==> config.mk <==
export PLATFORM = sky130hd
export DESIGN_NAME = hplvds_rx_ctrl
export DESIGN_NICKNAME = d
export VERILOG_FILES = /design/src/rtl/hplvds_rx_pkg.sv /design/src/rtl/hplvds_sync2.sv /design/src/rtl/hplvds_rx_ctrl.sv
export SDC_FILE = /design/constraint.sdc
export NUM_CORES = 1
export LEC_CHECK = 0
export ABC_AREA = 0
export CAP_MARGIN = 40
export CORE_UTILIZATION = 55
export DETAILED_ROUTE_END_ITERATION = 12
export DONT_BUFFER_PORTS = 1
export GPL_TIMING_DRIVEN = 0
export PLACE_DENSITY = 0.7
export SYNTH_ARGS = -nofsm -noshare
export SYNTH_HDL_FRONTEND = slang
export SYNTH_HIERARCHICAL = 1
export SYNTH_SLANG_ARGS = --single-unit
==> constraint.sdc <==
create_clock -name CLK_I -period 2.82 [get_ports CLK_I]
set_input_delay 0.705 -clock CLK_I [delete_from_list [all_inputs] [get_ports CLK_I]]
set_output_delay 0.705 -clock CLK_I [all_outputs]
set_load 0.02 [all_outputs]
==> src/rtl/hplvds_rx_pkg.sv <==
// Shared types and constants for the HPLVDS receiver pad controller.
package hplvds_rx_pkg;

    typedef enum logic [1:0] {
        ST_OFF    = 2'd0,
        ST_SETTLE = 2'd1,
        ST_ACTIVE = 2'd2,
        ST_IDLE   = 2'd3
    } rx_state_t;

    localparam int TRIM_W     = 4;
    localparam int GAIN_W     = 3;
    localparam int CTLE_RES_W = 7;
    localparam int CTLE_CAP_W = 3;
    localparam int CFG_W      = 1 + GAIN_W + CTLE_RES_W + CTLE_CAP_W + TRIM_W;

    typedef struct packed {
        logic                  pol;
        logic [GAIN_W-1:0]     gain;
        logic [CTLE_RES_W-1:0] ctle_res;
        logic [CTLE_CAP_W-1:0] ctle_cap;
        logic [TRIM_W-1:0]     rterm_trim;
    } rx_cfg_t;

    localparam rx_cfg_t CFG_DEFAULT = '0;

    function automatic int max3(input int a, input int b, input int c);
        int m;
        m = (a > b) ? a : b;
        return (m > c) ? m : c;
    endfunction

endpackage

==> src/rtl/hplvds_sync2.sv <==
// Two-flop synchronizer for asynchronous pad signals, clears to 0 on reset.
module hplvds_sync2 (
    input  logic clk,
    input  logic rst,
    input  logic d,
    output logic q
);

    logic meta_p0;

    always_ff @(posedge clk or posedge rst) begin
        if (rst) begin
            meta_p0 <= 1'b0;
            q       <= 1'b0;
        end else begin
            meta_p0 <= d;
            q       <= meta_p0;
        end
    end

endmodule

==> src/rtl/hplvds_rx_ctrl.sv <==
// HPLVDS receiver pad controller: power-up sequencing, shadow config
// registers and electrical-idle debounce into a link IDLE state.
module hplvds_rx_ctrl
    import hplvds_rx_pkg::*;
#(
    parameter int SETTLE_CYC = 64,
    parameter int EI_FILT    = 8,
    parameter int EXIT_FILT  = 4
) (
    input  logic                  CLK_I,
    input  logic                  RST_I,
    input  logic                  EN_I,
    input  logic                  AC_COUPLED_I,
    input  logic                  CFG_VALID_I,
    output logic                  CFG_READY_O,
    input  logic [CFG_W-1:0]      CFG_DATA_I,
    input  logic                  DI_I,
    input  logic                  EI_DETECT_I,
    output logic                  RTERM_EN_O,
    output logic                  RX_EN_O,
    output logic                  RX_VCM_EN_O,
    output logic                  EI_DETECT_EN_O,
    output logic                  RX_POL_O,
    output logic [TRIM_W-1:0]     RTERM_TRIM_O,
    output logic [3:1]            RX_GAIN_O,
    output logic [7:1]            RX_CTLE_RES_O,
    output logic [3:1]            RX_CTLE_CAP_O,
    output logic                  DATA_O,
    output logic                  DATA_VALID_O,
    output logic                  IDLE_O,
    output logic                  READY_O
);

    localparam int CNT_TOP = max3(SETTLE_CYC, EI_FILT, EXIT_FILT);
    localparam int CW      = $clog2(CNT_TOP + 1);

    localparam logic [CW-1:0] CNT_MAX     = CW'(CNT_TOP);
    localparam logic [CW-1:0] SETTLE_LAST = CW'(SETTLE_CYC - 1);
    localparam logic [CW-1:0] EI_LAST     = CW'(EI_FILT - 1);
    localparam logic [CW-1:0] EXIT_LAST   = CW'(EXIT_FILT - 1);

    rx_state_t     state, state_n;
    logic [CW-1:0] cnt, cnt_n;
    logic          ei_sync, di_sync;
    logic          cfg_ready, cfg_fire;
    logic          rx_on_n;
    rx_cfg_t       shadow;

    function automatic logic [CW-1:0] sat_inc(input logic [CW-1:0] v);
        return (v == CNT_MAX) ? v : v + CW'(1);
    endfunction

    hplvds_sync2 u_sync_di (.clk(CLK_I), .rst(RST_I), .d(DI_I),        .q(di_sync));
    hplvds_sync2 u_sync_ei (.clk(CLK_I), .rst(RST_I), .d(EI_DETECT_I), .q(ei_sync));

    // Held low while reset is asserted so no config can be offered into a clearing block.
    assign cfg_ready   = !RST_I && ((state == ST_OFF) || ((state == ST_IDLE) && EN_I));
    assign cfg_fire    = CFG_VALID_I && cfg_ready;
    assign CFG_READY_O = cfg_ready;

    always_ff @(posedge CLK_I or posedge RST_I) begin
        if (RST_I) begin
            state <= ST_OFF;
            cnt   <= '0;
        end else begin
            state <= state_n;
            cnt   <= cnt_n;
        end
    end

    always_comb begin
        state_n = state;
        cnt_n   = cnt;
        case (state)
            ST_OFF: begin
                if (EN_I) state_n = ST_SETTLE;
            end
            ST_SETTLE: begin
                if (cnt == SETTLE_LAST) state_n = ST_ACTIVE;
                else                    cnt_n   = sat_inc(cnt);
            end
            ST_ACTIVE: begin
                if (!ei_sync)           cnt_n   = '0;
                else if (cnt == EI_LAST) state_n = ST_IDLE;
                else                    cnt_n   = sat_inc(cnt);
            end
            ST_IDLE: begin
                if (cfg_fire)             state_n = ST_SETTLE;
                else if (ei_sync)         cnt_n   = '0;
                else if (cnt == EXIT_LAST) state_n = ST_ACTIVE;
                else                      cnt_n   = sat_inc(cnt);
            end
            default: state_n = ST_OFF;
        endcase
        // Disable overrides every other event; every state entry restarts the count.
        if (!EN_I) state_n = ST_OFF;
        if (state_n != state) cnt_n = '0;
    end

    assign rx_on_n = (state_n == ST_ACTIVE) || (state_n == ST_IDLE);

    always_ff @(posedge CLK_I or posedge RST_I) begin
        if (RST_I) begin
            RTERM_EN_O     <= 1'b0;
            RX_EN_O        <= 1'b0;
            RX_VCM_EN_O    <= 1'b0;
            EI_DETECT_EN_O <= 1'b0;
            DATA_O         <= 1'b0;
            DATA_VALID_O   <= 1'b0;
            IDLE_O         <= 1'b0;
            READY_O        <= 1'b0;
        end else begin
            RTERM_EN_O     <= (state_n != ST_OFF);
            RX_EN_O        <= rx_on_n;
            RX_VCM_EN_O    <= (state_n != ST_OFF) && AC_COUPLED_I;
            EI_DETECT_EN_O <= rx_on_n;
            DATA_O         <= (state_n == ST_ACTIVE) && di_sync;
            DATA_VALID_O   <= (state_n == ST_ACTIVE);
            IDLE_O         <= (state_n == ST_IDLE);
            READY_O        <= rx_on_n;
        end
    end

    always_ff @(posedge CLK_I or posedge RST_I) begin
        if (RST_I)         shadow <= CFG_DEFAULT;
        else if (cfg_fire) shadow <= rx_cfg_t'(CFG_DATA_I);
    end

    assign RX_POL_O      = shadow.pol;
    assign RX_GAIN_O     = shadow.gain;
    assign RX_CTLE_RES_O = shadow.ctle_res;
    assign RX_CTLE_CAP_O = shadow.ctle_cap;
    assign RTERM_TRIM_O  = shadow.rterm_trim;

endmodule

==> run summary <==
The detail route stage leaves a number of antenna-violating nets equal to 0. Share of final-layout standard cells stronger than drive strength 1: 27.62%. The chip height works out to 62.16 µm. For the initial antenna violation count, the log shows 0. The cell count after synthesis came out at 172.

The type of the worst setup path is flip-flop to flip-flop. On the final layout, the worst hold slack is 0.08253 ns. VDD sags by at most 0.4140 mV. Startpoint kind of the worst setup timing path: a flip-flop.

For the number of sinks handled by clock tree synthesis, the log shows 37. Summed over all cells, the static leakage comes to 0.0009032 µW. The global route total overflow is 0, and the period utilization is 87.54%.

The tools report the sequential cell area as 925.9 µm². Synthesis instantiated 46 different standard cells from the library. The highest-delay cell along the critical path is or4b_1. The share of synthesized flip-flops with an asynchronous set or reset is 100.0%, and the max-slew violation total from the final report is 0. The required time reported for the critical path endpoint is 3.09 ns, and the minimum period implied by the final worst setup slack is 2.469 ns.

The tree is rooted in a clkbuf_4. Dividing total power by cell area gives a power density of 578.0 mW/mm². Ranked by total cell area, the synthesized netlist is headed by dfrtp_1, mux2_2, a211oi_2, ha_1, buf_6.

The signal on the critical path passes through inv_1 > ha_1 > nand3b_1 > o21ai_1 > nor2b_1 > or4b_1 > a211oi_2. The floorplan step defined a die boundary enclosing 0.003864 mm². 0 antenna diodes ended up in the layout.

Summing all multi-input logic gate instances after layout gives 948.4 µm². The synthesized netlist occupies a cell area of 0.001991 mm². The buffers plus inverters on the worst setup path works out to 1.

In this run the deepest clock path goes through 2 buffers. The floorplan row count was 21; the global-route wire length before repair was 6479 µm. TritonCTS built the clock tree.

Detailed placement finished with a half-perimeter wire length of 2955 µm. After detailed routing, the number of remaining DRC violations is 0. The run gives 58.73% as the effective utilization at floorplan. The mean instance size in the synthesized netlist works out to 11.57 µm². The die is 62.16 µm wide. The sum of negative setup slack is 0 ns, and the largest fanout on the critical path is 10. The count of flip-flops with a built-in enable after synthesis is 0. For the worst setup path, the data arrival time is 2.74 ns. The min-delay analysis places its worst path in the category input pin to async pin. Counting the fill cells in the layout gives 264. The number of CTS-inserted buffers is 5, and the final hold violation count is 0.

During synthesis, Yosys emitted a total of 6 warnings. The primary flip-flop cell chosen by synthesis mapping was dfrtp_1. In this run the tool buffered the top-level ports with 0 buffer cells.

The detail-routed net length per standard cell is 17.41 µm, and the final weighted congestion in routability-driven placement is 0.8562. Number of buffers inserted by hold repair at cts: 0. The routed design has 3951 µm of wire.

The largest delay contributor family on the critical path was simple AND/OR/NAND/NOR gates. Setup repair after global routing left no endpoint under its margin. After clock tree synthesis, the repair step resized 0 gates.

The floorplan step defined a core boundary enclosing 0.003390 mm². After synthesis the netlist holds a flip-flop and latch count of 37. Headroom to the max-slew limit came out at 50.63%. The number of global-route vias before repair was 1406; the clock insertion delay at the later pin of the skew report was 0.34 ns. Once the clock tree was built, the setup fixing pass inserted 0 buffers.

During I/O placement, the number of pins put on the boundary was 52. Relative to the synthesized area, the layout overhead comes to 7.982%. The area share of the largest cell type after synthesis came out at 46.51%. Kind of end point of the critical path: a flip-flop. Derived from the worst setup path, the maximum achievable clock frequency is 405.1 MHz.

The maximum number of pins on one net before global-route repair is 24, and the sequential share of the synthesized area is 46.51%. The run finished with clean final reports. For this run, the post-layout net count is 212. After detailed routing, the number of vias per cell comes to 6.062.

Synthesis produced a netlist with a net count of 204. The number of search-and-repair iterations in the first detailed-routing pass was 4. Global routing consumed, over all layers together, 21.70% of the routing resources.

The tool flagged a number of max-cap violations equal to 0. The violation count after the first detailed-routing iteration is 97. Setup violations remaining at the end of the flow were counted as 0. The biggest area contributor in the post-synthesis netlist is dfrtp_1.

In this design, the stage delay of the slowest critical-path cell is 0.50 ns. The run gives 2 as the number of H-tree levels. Ranked by instance count, the synthesized netlist is headed by dfrtp_1, mux2_2, nor2_1. Pin slew with the least headroom to its limit: 0.7378 ns. Clock edge transition at the registers on the reported setup and hold paths: 0.11 ns. The most common cell in the synthesized netlist is dfrtp_1. The detailed router placed 1376 vias in this run. The clock skew after layout is 0.004411 ns.
==> state kept, by name (all words and copies together) (netlist names) <==
| signal | count |
|---|---|
| DATA_VALID_O | 1 |
| RX_CTLE_RES_O | 7 |
| u_sync_ei/meta_p0 | 1 |
| READY_O | 1 |
| DATA_O | 1 |
| u_sync_di/q | 1 |
| IDLE_O | 1 |
| u_sync_ei/q | 1 |
| state | 2 |
| u_sync_di/meta_p0 | 1 |
| cnt | 7 |
| RX_GAIN_O | 3 |
| RX_CTLE_CAP_O | 3 |
| RTERM_TRIM_O | 4 |
| RX_POL_O | 1 |
| RTERM_EN_O | 1 |
| RX_VCM_EN_O | 1 |
==> path summary, 6_finish.rpt <==
check / startpoint / end / slack (ns) / cells past startpoint
max in group asynchronous: RST_I / RX_CTLE_CAP_O[3]$_DFFE_PP0P_ / 2.07 / 2
max: state[0]$_DFF_PP0_ / cnt[0]$_DFFE_PP0P_ / 0.35 / 7
min: RST_I / u_sync_ei/q$_DFF_PP0_ / 0.08 / 1
min reg2reg: u_sync_ei/meta_p0$_DFF_PP0_ / u_sync_ei/q$_DFF_PP0_ / 0.36 / 0
max reg2reg: state[0]$_DFF_PP0_ / cnt[0]$_DFFE_PP0P_ / 0.35 / 7
min in group CLK_I: u_sync_ei/meta_p0$_DFF_PP0_ / u_sync_ei/q$_DFF_PP0_ / 0.36 / 0
==> final cells by class <==
| class | instances | area share, % |
|---|---|---|
| multi-input combinational | 116 | 44.12 |
| sequential | 37 | 43.07 |
| buffer | 10 | 3.842 |
| clock buffer | 7 | 3.027 |
| tap | 46 | 2.678 |
| inverter | 9 | 1.572 |
| timing repair buffer | 1 | 1.281 |
| clock inverter | 1 | 0.4075 |
==> stage by stage <==
step                utilization [%]  instance area (µm²)  worst slack [ns]  cells  total power, µW
finish                        63.42                 2150            0.3513    227             1242
global route                  63.42                 2150            0.1577    227             1300
CTS                           63.42                 2150            0.3416    227             1255
detailed placement            61.24                 2076            0.3446    219            926.5
global placement              60.43                 2048            0.4468    218            906.7
floorplan                         -                 1991            0.6105    172            874.4
==> logic make-up (layout without fill, tap and decap cells) <==
kind of cell,count (synthesis),in the layout,synth area share [%]
buf+inv,19,28,5.845
compound gates,34,34,13.89
flops,37,37,46.51
fa+ha+maj,7,7,4.400
mux,19,19,10.68
simple gates,56,56,18.67
==> routing by layer <==
layer,up-vias,part of all wire [%],track usage [%]
met3,6,6.1,6.250
met1,673,40,26.37
met5,-,0,0
met2,49,52,37.50
li1,648,-,-
met4,0,1.2,6.105
==> report_power, final <==
group | internal, µW | total, µW | switching [µW]
Combinational | 101 | 203 | 103
Clock | 149 | 327 | 177
Sequential | 597 | 712 | 115
==> layout by cell type (no fill, tap or decap), types with 4 or more instances in the layout <==
master,count
inv_1,9
a211oi_2,7
nand4b_1,4
nor3b_1,6
ha_1,7
mux2_2,18
nor2_1,11
nand2_1,6
buf_6,4
nand3_1,4
a21oi_1,5
clkbuf_4,5
dfrtp_1,37
Power figures use the tool's default switching activity.
